**config.mk**
```make
export PLATFORM = sky130hd
export DESIGN_NAME = mem_arbiter
export DESIGN_NICKNAME = d
export VERILOG_FILES = /design/src/rtl/memarb_pkg.sv /design/src/rtl/mem_arbiter_rr.sv /design/src/rtl/mem_arbiter.sv
export SDC_FILE = /design/constraint.sdc
export NUM_CORES = 1
export LEC_CHECK = 0
export BUFFER_PORTS_ARGS = -buffer_cell sky130_fd_sc_hd__buf_2
export CAP_MARGIN = 40
export CORE_ASPECT_RATIO = 1.2
export CORE_MARGIN = 10
export CORE_UTILIZATION = 52
export CTS_CLUSTER_SIZE = 12
export DETAILED_ROUTE_END_ITERATION = 8
export GPL_TIMING_DRIVEN = 0
export PLACE_DENSITY = 0.95
export SETUP_SLACK_MARGIN = 0.1
export SLEW_MARGIN = 20
export SYNTH_ARGS = -nofsm -noshare
export SYNTH_HDL_FRONTEND = slang
export SYNTH_SLANG_ARGS = --single-unit
```
**constraint.sdc**
```tcl
create_clock -name clk -period 3.56 [get_ports clk]
set_input_delay 0 -clock clk [delete_from_list [all_inputs] [get_ports clk]]
set_output_delay 0 -clock clk [all_outputs]
set_load 0.005 [all_outputs]
```
**src/rtl/memarb_pkg.sv**
```systemverilog
// Shared encodings for mem_arbiter: FSM states, grant owner, full-strobe constant
// and the byte-lane merge used by the read-modify-write path.
package memarb_pkg;

    typedef enum logic [2:0] {
        S_IDLE,
        S_RD,
        S_RMW_RD,
        S_MERGE,
        S_WR,
        S_DONE
    } state_t;

    typedef enum logic {
        GNT_I = 1'b0,
        GNT_D = 1'b1
    } gnt_t;

    localparam logic [3:0] WSTRB_FULL = 4'b1111;

    // Lanes with a set strobe take the new byte; the rest keep the old byte.
    function automatic logic [31:0] merge_lanes(input logic [31:0] old_word,
                                                input logic [31:0] new_word,
                                                input logic [3:0]  strb);
        logic [31:0] merged;
        merged = old_word;
        for (int k = 0; k < 4; k++) begin
            if (strb[k]) begin
                merged[8*k +: 8] = new_word[8*k +: 8];
            end
        end
        return merged;
    endfunction

endpackage

```
**src/rtl/mem_arbiter_rr.sv**
```systemverilog
// Two-way round-robin arbiter: rr_last remembers the last accepted grant and
// only advances when the grant is actually taken by the FSM.
module rr_arbiter_2
    import memarb_pkg::*;
(
    input  logic clk,
    input  logic reset,
    input  logic req_i,
    input  logic req_d,
    input  logic accept,
    output gnt_t gnt,
    output gnt_t rr_last
);

    // D wins a tie unless it was the last one served.
    always_comb begin
        gnt = GNT_I;
        if (req_d && (!req_i || rr_last == GNT_I)) begin
            gnt = GNT_D;
        end
    end

    always_ff @(posedge clk) begin
        if (reset) begin
            rr_last <= GNT_I;
        end else if (accept) begin
            rr_last <= gnt;
        end
    end

endmodule

```
**src/rtl/mem_arbiter.sv**
```systemverilog
// Shares a single-ported negedge-sampled memory between fetch (I) and data (D)
// requesters; sub-word stores become read-modify-write. Optional: MEMARB_BOUNDS_CHECK_EN.
module mem_arbiter
    import memarb_pkg::*;
#(
    parameter int ADDR_W    = 32,
    parameter int MEM_BYTES = 128
) (
    input  logic              clk,
    input  logic              reset,
    input  logic              i_req,
    input  logic [ADDR_W-1:0] i_addr,
    output logic              i_ack,
    output logic [31:0]       i_rdata,
    output logic              i_err,
    input  logic              d_req,
    input  logic              d_we,
    input  logic [3:0]        d_wstrb,
    input  logic [ADDR_W-1:0] d_addr,
    input  logic [31:0]       d_wdata,
    output logic              d_ack,
    output logic [31:0]       d_rdata,
    output logic              d_err,
    output logic              mem_en,
    output logic              mem_rw,
    output logic [ADDR_W-1:0] mem_addr,
    output logic [31:0]       mem_wdata,
    input  logic [31:0]       mem_rdata
);

    if (MEM_BYTES < 4) begin : g_mem_bytes_invalid
        $error("mem_arbiter: MEM_BYTES must hold at least one word");
    end

    state_t            state;
    state_t            next_state;
    gnt_t              gnt;
    gnt_t              owner;
    logic              accept;
    logic              oob;
    logic [ADDR_W-1:0] sel_addr;
    logic [ADDR_W-3:0] addr_q;
    logic [3:0]        wstrb_q;
    logic [31:0]       wdata_q;
    logic [31:0]       old_q;
    logic              unused_low_bits;

    assign accept   = (state == S_IDLE) && (i_req || d_req);
    assign sel_addr = (gnt == GNT_I) ? i_addr : d_addr;

    // Byte offset within the word is meaningless for word-aligned accesses.
    assign unused_low_bits = ^sel_addr[1:0];

    rr_arbiter_2 u_rr (
        .clk     (clk),
        .reset   (reset),
        .req_i   (i_req),
        .req_d   (d_req),
        .accept  (accept),
        .gnt     (gnt),
        .rr_last (owner)
    );

`ifdef MEMARB_BOUNDS_CHECK_EN
    logic err_q;

    assign oob = ({sel_addr[ADDR_W-1:2], 2'b11} >= ADDR_W'(MEM_BYTES));

    always_ff @(posedge clk) begin
        if (reset) begin
            err_q <= 1'b0;
        end else if (accept) begin
            err_q <= oob;
        end
    end

    assign i_err = i_ack && err_q;
    assign d_err = d_ack && err_q;
`else
    assign oob   = 1'b0;
    assign i_err = 1'b0;
    assign d_err = 1'b0;
`endif

    always_ff @(posedge clk) begin
        if (reset) begin
            state <= S_IDLE;
        end else begin
            state <= next_state;
        end
    end

    always_comb begin
        next_state = state;
        mem_en     = 1'b0;
        mem_rw     = 1'b0;
        case (state)
            S_IDLE: begin
                if (accept) begin
                    if (oob) begin
                        next_state = S_DONE;
                    end else if (gnt == GNT_I || !d_we) begin
                        next_state = S_RD;
                    end else if (d_wstrb == WSTRB_FULL) begin
                        next_state = S_WR;
                    end else if (d_wstrb == 4'b0000) begin
                        next_state = S_DONE;
                    end else begin
                        next_state = S_RMW_RD;
                    end
                end
            end
            S_RD: begin
                mem_en     = 1'b1;
                next_state = S_DONE;
            end
            S_RMW_RD: begin
                mem_en     = 1'b1;
                next_state = S_MERGE;
            end
            S_MERGE: begin
                next_state = S_WR;
            end
            S_WR: begin
                mem_en     = 1'b1;
                mem_rw     = 1'b1;
                next_state = S_DONE;
            end
            S_DONE: begin
                next_state = S_IDLE;
            end
            default: begin
                next_state = S_IDLE;
            end
        endcase
    end

    // Latched request, merged write word and per-port read results.
    always_ff @(posedge clk) begin
        if (reset) begin
            addr_q  <= '0;
            wstrb_q <= '0;
            wdata_q <= '0;
            i_rdata <= '0;
            d_rdata <= '0;
        end else begin
            case (state)
                S_IDLE: begin
                    if (accept) begin
                        addr_q <= sel_addr[ADDR_W-1:2];
                        if (gnt == GNT_D) begin
                            wstrb_q <= d_wstrb;
                            wdata_q <= d_wdata;
                        end
                    end
                end
                S_RD: begin
                    if (owner == GNT_I) begin
                        i_rdata <= mem_rdata;
                    end else begin
                        d_rdata <= mem_rdata;
                    end
                end
                S_MERGE: begin
                    wdata_q <= merge_lanes(old_q, wdata_q, wstrb_q);
                end
                default: begin
                end
            endcase
        end
    end

    always_ff @(posedge clk) begin
        if (state == S_RMW_RD) begin
            old_q <= mem_rdata;
        end
    end

    assign mem_addr  = {addr_q, 2'b00};
    assign mem_wdata = wdata_q;
    assign i_ack     = (state == S_DONE) && (owner == GNT_I);
    assign d_ack     = (state == S_DONE) && (owner == GNT_D);

endmodule

```
Word-level counts from Yosys, hierarchy flattened:

Cells that the tools add are included.

* register bits: 166
* bits in latches: 0
* memory bits (writable): 0
* ROM bits: 0
* input port bits: 137
* output and inout bits: 134
* logic and storage cells: 63
* memories: 0

* add/subtract/negate cells: 0
* $mul: 0
* div/mod/pow operators: 0
* magnitude comparators: 0
* equal/unequal tests: 12
* shifts and indexed selects: 0
* multiplexer cells: 16
* bitwise gates (word level): 2
* reductions and logical operators: 22

Operators with widths (count)
* two-way mux 32 bit: 3
* one-hot mux 32 bit (2 select lines): 1
* two-way mux 8 bit: 4
* AND reduction 4 bit: 4
* two-way mux 3 bit: 4
* inequality test 2 bit, second input constant: 6
* one-hot mux 3 bit (4 select lines): 1
* equality test 3 x 2 -> 1 bit, second input constant: 2
* equality test 3 bit, second input constant: 2
* AND reduction 2 bit: 3
* equality test 4 bit, second input constant: 1
* logical AND 1 bit: 4
* zero test 4 bit: 1
* equality test 3 x 1 -> 1 bit, second input constant: 1
* zero test 3 bit: 1
* logical OR 1 bit: 3
* two-way mux 1 bit: 3
* AND reduction 3 bit: 1
* OR reduction 3 bit: 1
* zero test 1 bit: 2
* inverter 1 bit: 2
* nonzero test 2 bit: 1
* OR reduction 2 bit: 1

Depth between registers and ports, before layout:

Gate-level depths: netlist of run 1.

* word-level depth: 9
* depth in mapped cells: 7
* mapped depth without buffers: 3

Modules after synthesis:

A second synthesis of run 1 with hierarchy kept.

* cells, all modules: 670
* area, all modules: 6900.4 µm²

Modules (own cells, without submodules)
* mem_arbiter: times used 1, cells an instance 665, area an instance 6849.1 µm², sequential area each 3623.5 µm²
* rr_arbiter_2: times used 1, cells an instance 5, area an instance 51.3 µm², sequential area each 20.0 µm²

Worst setup path after synthesis of run 1:

OpenSTA, ideal clock, no wires.

* path type: flip-flop to flip-flop
* from: register state[0]
* to: register old_q[0], enable pin
* library setup time: 0.392 ns
* arrival: 1.522 ns
* data required time: 3.168 ns
* path slack: 1.646 ns
* stages on the path, launching flop included: 5
* buffers on the path: 2
* clock period less this slack: 1.914 ns
* path through: dfxtp_1 > buf_6 > buf_2 > nor2_1 > and2_1

* cells in the longest elaborated chain, start to end: 1

Ends and longest elaborated chain
* from (decl): line mem_arbiter.sv:35 `state_t state;`
* from (signal assigned): line mem_arbiter.sv:89 `state <= next_state;`
* equality test 3 x 2 -> 1 bit: line mem_arbiter.sv:174 `if (state == S_RMW_RD) begin`
* to (signal assigned): line mem_arbiter.sv:175 `old_q <= mem_rdata;`
* to (decl): line mem_arbiter.sv:45 `logic [31:0] old_q;`

No other way between the ends.
A chain may end at the register's enable or synchronous reset.

Worst setup path after layout of run 1:

* from: register u_rr.rr_last
* to: register addr_q[7]

* cells in the longest elaborated chain, start to end: 5

Ends and longest elaborated chain
* from (decl): line mem_arbiter_rr.sv:12 `output gnt_t rr_last`
* from (signal assigned): line mem_arbiter_rr.sv:27 `rr_last <= gnt;`
* inverter 1 bit (no line)
* logical OR 1 bit: line mem_arbiter_rr.sv:18 `if (req_d && (!req_i || rr_last == GNT_I)) begin`
* logical AND 1 bit: line mem_arbiter_rr.sv:18
* two-way mux 1 bit: line mem_arbiter_rr.sv:18
* two-way mux 32 bit: line mem_arbiter.sv:49 `assign sel_addr = (gnt == GNT_I) ? i_addr : d_addr;`
* to (signal assigned): line mem_arbiter.sv:150 `addr_q <= sel_addr[ADDR_W-1:2];`
* to (decl): line mem_arbiter.sv:42 `logic [ADDR_W-3:0] addr_q;`

No other way between the ends.

==> run metrics, run 1 <==
status=completed; Post-DRT Antenna Nets=0; Buffers on Ports=261; fraction of layout cells with a size suffix above 1=32.3%; drt wl/cell=24.7 µm; CP Class=reg2reg; top cell type's share of synthesized area=39.5%; total gr overflow=0; vias in the first global route=8324; share of power burned in registers=39.8%; Initial Util=53.3%; VDD IR max=478 µV; CTS root buf=clkbuf_16; CTS buffer count=17; Largest stage delay, worst path=680 ps; global-route total usage across every layer=33.2%; DR top layer=met4; number of synthesized flops with an enable pin=32; Clock transition at path regs=70 ps; clock skew=10.4 ps; M1 WL=10400 µm; number of core rows=45; register area share after synthesis=53.7%; # DRC=0; top cell type by total area after synthesis=dfxtp_1; period utilization=84.1%; I/O pins=271; H-tree levels=4; Sw Pwr=1.88 mW; Sw Share=32.3%; die width=124 µm; crit path cell chain=buf_4 > a21boi_4 > clkbuf_1 > nand2_1 > a311oi_1 > dlygate4sd3_1; clock share of power=32.0%; first-pass GRT wire length=48100 µm; pwr dens=569 nW/µm²; crit path max fanout=10; minimum clock period=2990 ps; P_int=3.94 mW; fmax=334 MHz; Skew-Pair Late Insertion Delay=430 ps; pre-CTS WS=1780 ps; slew margin rel.=55.4%; initial antenna violation count=3; placed cell count=1132; Post-synth ARST share=0%; Post-Syn Area=6790 µm²; MaxCap Viol Count=0; routed vias=7987; Top FF cell, synth=dfxtp_1; slowest CP cell=dlygate4sd3_1; setup total negative slack=0 ps; Die Footprint=18000 µm²; Finished Cell Area=10200 µm²; Max Root-Sink Buffers=2; CTS tree=done; Worst setup SP type=register; average cell area after synthesis=9.65 µm²; yosys warns=0; Final Max Tran Viols=0; detailed placement HPWL=18200 µm; Die Ht=145 µm; unrepaired setup endpoints after global routing=no; Placed Area=8340 µm²; Vias/cell=6.16; Reg2Reg Depth=6; Tightest Pin Transition=664 ps; Crit. End Element=register; wirelength, routed=32000 µm; final setup margin=566 ps; Worst EP required=3930 ps; Pleak=4.65 nW; Hold/Removal Path Class=in2reg; Netlist cell types=45; met2 WL=16000 µm; Final nets=1252; largest net degree at the start of global routing=18; reg-to-reg critical path endpoint=addr_q[7]$_SDFFE_PP0P_; Synth area leaders=dfxtp_1 (40%), edfxtp_1 (14%), nand2_1 (10%), a21oi_1 (7.4%), mux2i_1 (4.7%); DR iter-0 viols=1069; met3 routed WL=3030 µm; Worst R2R Setup Slack=570 ps; clk sinks=166; Fin. Hold Viols=0; WHS=55.6 ps; crit path to=addr_q[7]$_SDFFE_PP0P_; #FFs+latches synth=166; Combinational Power Share=28.1%; fin cells=1297; CP startpoint=u_rr.rr_last$_SDFFE_PP0N_; Resized cells post-CTS=0; Worst EP arrival=3360 ps; final setup fails=0; Reg-to-Reg Start=u_rr.rr_last$_SDFFE_PP0N_; final RePlAce weighted congestion=0.889; Syn-to-layout area delta=50.7%; Synth Instances=703; drt pass-1 iters=8; core area=12700 µm²
[layer usage]
layer  GRT usage (%)  vias to the layer above
li1                -                     3314
met1            32.9                     3725
met2            57.7                      703
met3            10.0                      245
met4            24.0                        0
met5               0                        -
[through the flow]
stage	utilization, %	total power [mW]
floorplan	-	3.06
detailed placement	65.5	3.62
global placement	65.3	3.56
global route	80.3	5.99
CTS	80.2	5.62
finish	80.3	5.81
[critical path: cells and delay by family (launching register included)]
family / cells / cell delay, ps
buf+inv: 3 / 1340
flops: 1 / 310
compound gates: 2 / 1030
simple gates: 1 / 240
[cells by family (layout without fill, tap and decap cells)]
group                  Yosys count  in the layout  share of synthesized area (%)
DFF                            166            166                           53.7
AOI/OAI and AO/OA              179            179                           19.0
and+or+nand+nor                252            252                           16.1
muxes                           33             33                           4.89
other                            1              9                         0.0553
buffers and inverters           72            494                           6.32
[state kept, by name (all words and copies together) (netlist names)]
name / cells
addr_q: 30
d_rdata: 32
i_rdata: 32
mem_wdata: 32
old_q: 32
state: 3
u_rr.rr_last: 1
wstrb_q: 4
[timing repair]
item                                   4_1_cts  5_1_grt
hold buffers                               128        0
buffers inserted                             0        0
endpoints found under the hold margin      164        0
[cells in the mapped netlist (2+ instances only)]
cell type  count
a21oi_1      101
a221oi_1      22
a221oi_2      10
a311oi_1      30
and4b_1        2
and4bb_2       3
buf_2         21
buf_4          8
buf_6          9
buf_8          3
clkbuf_1      26
dfxtp_1      134
edfxtp_1      32
inv_1          3
mux2i_1       32
nand2_1      189
nand3_1        4
nand4_1        2
nor2_1        35
nor4bb_1       2
o21ai_0        6
o22ai_4        4
or2_2          2
or3_1          2
[worst min path at each step]
stage | startpoint | end | cells after the start
2_1_floorplan | mem_rdata[0] | old_q[0]$_DFFE_PP_ | 0
3_5_place_dp | mem_rdata[30] | old_q[30]$_DFFE_PP_ | 1
6_report | d_wdata[29] | mem_wdata[29]$_SDFFE_PP0P_ | 3
5_1_grt | d_wdata[29] | mem_wdata[29]$_SDFFE_PP0P_ | 3
3_3_place_gp | mem_rdata[17] | old_q[17]$_DFFE_PP_ | 1
4_1_cts | d_req | u_rr.rr_last$_SDFFE_PP0N_ | 4
[cell type report]
cell class / instances / area (µm²)
inverter: 3 / 11.3
clock inverter: 13 / 149
fill: 694 / 2500
timing repair buffer: 390 / 2620
clock buffer: 19 / 443
buffer: 69 / 418
sequential: 166 / 3640
tap: 164 / 205
antenna: 5 / 12.5
multi-input combinational: 468 / 2730
[layout by cell type, fill, tap and decap left out, types with 22 or more instances in the layout]
cell / netlist / final
a311oi_1: 30 / 30
a221oi_1: 22 / 22
dlygate4sd3_1: 0 / 128
nand2_1: 189 / 189
edfxtp_1: 32 / 32
buf_2: 21 / 282
dfxtp_1: 134 / 134
nor2_1: 35 / 35
clkbuf_1: 26 / 27
mux2i_1: 32 / 32
a21oi_1: 101 / 101
[power by group through the flow]
| stage | sequential, mW | combinational (mW) | clock (mW) |
|---|---|---|---|
| floorplan | 2.33 | 0.735 | 0 |
| global placement | 2.30 | 1.26 | 0 |
| detailed placement | 2.31 | 1.31 | 0 |
| CTS | 2.28 | 1.49 | 1.85 |
| global route | 2.33 | 1.72 | 1.94 |
| finish | 2.31 | 1.64 | 1.86 |
Note: power is estimated with default switching activity, not from simulation.
==> inputs of run 2 (changes only) <==
--- a/config.mk
+++ b/config.mk
@@ -9,11 +9,11 @@
 export CAP_MARGIN = 40
 export CORE_ASPECT_RATIO = 1.2
 export CORE_MARGIN = 10
-export CORE_UTILIZATION = 52
+export CORE_UTILIZATION = 44
 export CTS_CLUSTER_SIZE = 12
 export DETAILED_ROUTE_END_ITERATION = 8
 export GPL_TIMING_DRIVEN = 0
-export PLACE_DENSITY = 0.95
+export PLACE_DENSITY = 0.88
 export SETUP_SLACK_MARGIN = 0.1
 export SLEW_MARGIN = 20
 export SYNTH_ARGS = -nofsm -noshare
==> constraint.sdc (replaced) <==
create_clock -name clk -period 2.7 [get_ports clk]
set_input_delay 0 -clock clk [delete_from_list [all_inputs] [get_ports clk]]
set_output_delay 0 -clock clk [all_outputs]
set_load 0.005 [all_outputs]
==> run 2 against run 1 <==
  * Design area up 0.71%
  * Register-to-register slack worse by 240 ps
  * Global-route usage down 7.8 points
  * Critical path depth unchanged
  * Flip-flop and latch count unchanged
  * Sequential power up 31%
  * Clock skew down 0.81 ps
  * Final cell count up 2.9%
  * Setup slack worse by 240 ps
  * Die area up 15%
  * Clock power up 38%
  * Largest power group unchanged
==> run metrics, run 2 (same netlist as run 1, synthesis figures left out) <==
minimum clock period=2380 ps; global-route total usage across every layer=25.5%; wirelength, routed=27700 µm; hold depth=4; Post-DRT Antenna Nets=0; DR iter-0 viols=554; die width=133 µm; Worst EP arrival=2750 ps; Worst R2R Setup Slack=320 ps; fraction of layout cells with a size suffix above 1=32.2%; CTS tree=done; Fin. Hold Viols=0; pre-CTS WS=970 ps; first-pass GRT wire length=41900 µm; Crit. End Element=register; MaxCap Viol Count=0; VDD IR max=436 µV; WHS=44.9 ps; H-tree levels=4; final setup margin=323 ps; setup total negative slack=0 ps; core area=15100 µm²; # fillers=1057; Die Footprint=20800 µm²; number of core rows=49; fmax=421 MHz; CTS buffer count=17; detailed placement HPWL=18000 µm; Vias/cell=5.54; Hold Path Origin=d_req; met3 routed WL=2110 µm; I/O pins=271; Max Root-Sink Buffers=2; unrepaired setup endpoints after global routing=no; commonest non-fill, non-tap cells in the layout=buf_2 (282), nand2_1 (189), dfxtp_1 (134); Worst setup SP type=register; most common cell after layout, fill and taps aside=buf_2; Buffers on Ports=261; clock skew=9.56 ps; Final nets=1253; Largest stage delay, worst path=600 ps; Reg-to-Reg Start=u_rr.rr_last$_SDFFE_PP0N_; drt pass-1 iters=7; # DRC=0; crit path max fanout=10; reg-to-reg critical path endpoint=addr_q[5]$_SDFFE_PP0P_; final core occ=68.3%; drt wl/cell=20.8 µm; M1 WL=10300 µm; pwr dens=741 nW/µm²; Reg2Reg Depth=6; period utilization=88.0%; Hold EP=u_rr.rr_last$_SDFFE_PP0N_; Tightest Pin Transition=629 ps; total power=7.63 mW; Final Max Tran Viols=0; slew margin rel.=58.1%; final setup fails=0; status=completed; largest net degree at the start of global routing=32; final RePlAce weighted congestion=0.867; Pleak=4.66 nW; Die Ht=156 µm; Initial Util=45.0%; crit path cell chain=buf_4 > a21boi_4 > clkbuf_1 > nand2_1 > a311oi_1 > dlygate4sd3_1; met2 WL=13600 µm; vias in the first global route=7625; Hold/Removal Path Class=in2reg; routed vias=7396; CTS root buf=clkbuf_16; CP Class=reg2reg; Skew-Pair Late Insertion Delay=420 ps; slowest CP cell=dlygate4sd3_1; Syn-to-layout area delta=51.7%; Worst EP required=3070 ps; DR top layer=met4; Clock transition at path regs=70 ps; clk sinks=166; total gr overflow=0; initial antenna violation count=1
run 2: how the worst max path moves through the flow:
stage / slack [ps] / start / end / cells after the start
6_report: 320 / u_rr.rr_last$_SDFFE_PP0N_ / addr_q[5]$_SDFFE_PP0P_ / 6
5_1_grt: 270 / u_rr.rr_last$_SDFFE_PP0N_ / addr_q[7]$_SDFFE_PP0P_ / 6
4_1_cts: 470 / u_rr.rr_last$_SDFFE_PP0N_ / addr_q[12]$_SDFFE_PP0P_ / 6
3_5_place_dp: 970 / state[1]$_SDFFE_PP0P_ / mem_wdata[18]$_SDFFE_PP0P_ / 5
3_3_place_gp: 370 / state[0]$_SDFFE_PP0P_ / old_q[18]$_DFFE_PP_ / 4
2_1_floorplan: 790 / state[0]$_SDFFE_PP0P_ / old_q[0]$_DFFE_PP_ / 4
run 2: power breakdown:
group | total (mW) | switching (mW) | leakage, nW | internal [mW]
registers | 3.02 | 0.173 | 1.39 | 2.85
logic | 2.05 | 1.10 | 2.98 | 0.941
clock network | 2.56 | 1.04 | 0.288 | 1.52
run 2: repair_timing:
action                                 CTS  global route
endpoints found under the hold margin  165             0
hold buffers                           129             0
resized for setup                        0             0
setup buffers                            0             0
run 2: stage by stage:
stage,instance area [µm²],cells
after floorplan,6800,706
after global placement,8360,1171
after detailed placement,8380,1172
after CTS,10300,1333
after global routing,10300,1334
final,10300,1334
run 2: layer usage:
layer | up-vias | GRT usage (%)
met5 | - | 0
met2 | 452 | 43.1
li1 | 3323 | -
met3 | 140 | 6.38
met4 | 0 | 16.1
met1 | 3481 | 28.0
run 2: area by class of cell:
| class | count | area, µm² | area share (%) |
|---|---|---|---|
| multi-input cells | 468 | 2730 | 26.5 |
| diodes | 1 | 2.50 | 0.0243 |
| clock inverters | 14 | 171 | 1.67 |
| flip-flops and latches | 166 | 3640 | 35.4 |
| clock buffers | 18 | 450 | 4.38 |
| inverters | 3 | 11.3 | 0.109 |
| well taps | 204 | 255 | 2.48 |
| repair buffers | 391 | 2620 | 25.4 |
| plain buffers | 69 | 418 | 4.06 |
run 2: critical path: cells and delay by family, from the launching register on:
family          cells  cell delay (ps)
flops               1              300
compound gates      2              660
buf+inv             3             1220
simple gates        1              140
==> inputs of run 3 (changes only) <==
--- a/config.mk
+++ b/config.mk
@@ -5,15 +5,14 @@
 export SDC_FILE = /design/constraint.sdc
 export NUM_CORES = 1
 export LEC_CHECK = 0
-export BUFFER_PORTS_ARGS = -buffer_cell sky130_fd_sc_hd__buf_2
+export BUFFER_PORTS_ARGS = -buffer_cell sky130_fd_sc_hd__buf_4
 export CAP_MARGIN = 40
 export CORE_ASPECT_RATIO = 1.2
-export CORE_MARGIN = 10
-export CORE_UTILIZATION = 44
+export CORE_UTILIZATION = 52
 export CTS_CLUSTER_SIZE = 12
 export DETAILED_ROUTE_END_ITERATION = 8
 export GPL_TIMING_DRIVEN = 0
-export PLACE_DENSITY = 0.88
+export PLACE_DENSITY = 0.95
 export SETUP_SLACK_MARGIN = 0.1
 export SLEW_MARGIN = 20
 export SYNTH_ARGS = -nofsm -noshare
==> constraint.sdc (replaced) <==
create_clock -name clk -period 3 [get_ports clk]
set_input_delay 0 -clock clk [delete_from_list [all_inputs] [get_ports clk]]
set_output_delay 0 -clock clk [all_outputs]
set_load 0.005 [all_outputs]
==> run 3 against run 2 <==
  * Count of clock-buffer cells in the layout up 3
  * Setup slack improved by 25 ps
  * Die area is 35% lower
  * Global-route usage up 21 points
  * Sequential share of layout area shrank 1.8 points
  * Combinational power is 3% higher
  * Non-clock buffer count decreased by 6
  * Hold slack worse by 21 ps
  * Critical endpoint is now addr_q[8]$_SDFFE_PP0P_
==> run metrics, run 3 (same netlist as run 1, synthesis figures left out) <==
Die Ht=127 µm; Initial Util=53.6%; # DRC=0; drt wl/cell=23.8 µm; CP Class=reg2reg; crit path max fanout=10; Pleak=4.78 nW; DR iter-0 viols=905; Diodes inserted=0; wirelength, routed=30600 µm; Top Family by Delay on Critical Path=buffers and inverters; WP depth=6; final RePlAce weighted congestion=0.885; vias in the first global route=8177; crit path cell chain=buf_4 > a21boi_4 > clkbuf_1 > nand2_1 > a311oi_1 > dlygate4sd3_1; H-tree levels=4; Fin. Hold Viols=0; Post-CTS Setup Inserts=0; crit path buf inv count=3; MaxCap Viol Count=0; fmax=377 MHz; M3 GR Usage=16.3%; period utilization=88.4%; Crit. End Element=register; pwr dens=666 nW/µm²; CTS buffer count=17; slowest CP cell=dlygate4sd3_1; routed vias=7986; clk sinks=166; final setup margin=349 ps; final setup fails=0; drt pass-1 iters=8; VDD IR max=519 µV; most common cell after layout, fill and taps aside=buf_4; Reg2Reg Depth=6; Worst EP arrival=3010 ps; Worst setup SP type=register; status=completed; Final Max Tran Viols=0; Hold/Removal Path Class=in2reg; core area=12700 µm²; detailed placement HPWL=16100 µm; total gr overflow=0; Tightest Pin Transition=682 ps; I/O pins=271; final core occ=85.6%; M2 GR Usage=76.8%; fraction of layout cells with a size suffix above 1=32.6%; busiest grt layer=met2; minimum clock period=2650 ps; Vias/cell=6.21; hold depth=3; Syn-to-layout area delta=59.8%; first-pass GRT wire length=46500 µm; number of core rows=45; largest net degree at the start of global routing=29; GR Layer Usage met1=48.6%; Clock transition at path regs=70 ps; clock skew=12.4 ps; global-route total usage across every layer=46.0%; unrepaired setup endpoints after global routing=no; pre-CTS WS=1230 ps; Final nets=1247; initial antenna violation count=0; setup total negative slack=0 ps; CTS tree=done; die width=106 µm; commonest non-fill, non-tap cells in the layout=buf_4 (269), nand2_1 (189), dfxtp_1 (134); Skew-Pair Late Insertion Delay=420 ps; CTS root buf=clkbuf_16; slew margin rel.=54.5%; Post-DRT Antenna Nets=0; Worst EP required=3360 ps; Buffers on Ports=261; Largest stage delay, worst path=610 ps; Die Footprint=13500 µm²; Max Root-Sink Buffers=2
run 3: cell types whose count changed in the layout (fill, tap and decap cells not counted), moves of 2 or more:
cell / delta
clkbuf_8: +2
inv_6: +2
bufinv_16: -2
buf_4: +261
dlygate4sd3_1: -6
inv_8: +3
buf_2: -261
clkinvlp_4: -3
run 3: report_power, final:
part	total, mW	switching [mW]	leakage (nW)	internal [mW]
clock network	2.33	1.01	0.304	1.32
logic	2.12	1.10	3.09	1.02
registers	2.76	0.203	1.39	2.56
total	7.22	2.32	4.78	4.90
run 3: routing by layer:
layer	routed length (µm)	share of wire [%]
met1	10000	33
met2	14700	48
met3	3470	11
met5	0	0
met4	2380	7.8
run 3: path summary, 6_finish.rpt:
| check | from | slack [ps] | to |
|---|---|---|---|
| worst max-delay path | u_rr.rr_last$_SDFFE_PP0N_ | 350 | addr_q[8]$_SDFFE_PP0P_ |
| worst min-delay path | d_wdata[31] | 20 | mem_wdata[31]$_SDFFE_PP0P_ |
| worst max register to register | u_rr.rr_last$_SDFFE_PP0N_ | 350 | addr_q[8]$_SDFFE_PP0P_ |
| worst min register to register | d_rdata[3]$_SDFFE_PP0P_ | 460 | d_rdata[3]$_SDFFE_PP0P_ |
run 3: final cells by class:
| type | instances | area, µm² |
|---|---|---|
| Tap cell | 164 | 205 |
| Clock inverter | 11 | 123 |
| Fill cell | 562 | 1820 |
| Buffer | 69 | 418 |
| Inverter | 3 | 11.3 |
| Sequential cell | 166 | 3640 |
| Multi-Input combinational cell | 468 | 2730 |
| Timing Repair Buffer | 385 | 3210 |
| Clock buffer | 21 | 503 |
run 3: per-stage QoR:
step	hold WS [ps]	instances	cell area, µm²	total power [mW]
6_report	24.3	1287	10800	7.22
2_1_floorplan	98.9	706	6800	3.63
3_5_place_dp	196	1132	8980	4.45
4_1_cts	2.84	1287	10800	6.93
3_3_place_gp	197	1131	8960	4.39
5_1_grt	26.8	1287	10800	7.42
run 3: worst min-delay path: stages:
cell and delay [ps]:
buf_4 110, mux2i_1 160, a221oi_1 110
run 3: repair_timing:
action / 4_1_cts / 5_1_grt
gates resized for setup: 0 / 1
endpoints found under the hold margin: 158 / 0
setup endpoints to repair: 0 / 1
hold buffers: 123 / 0
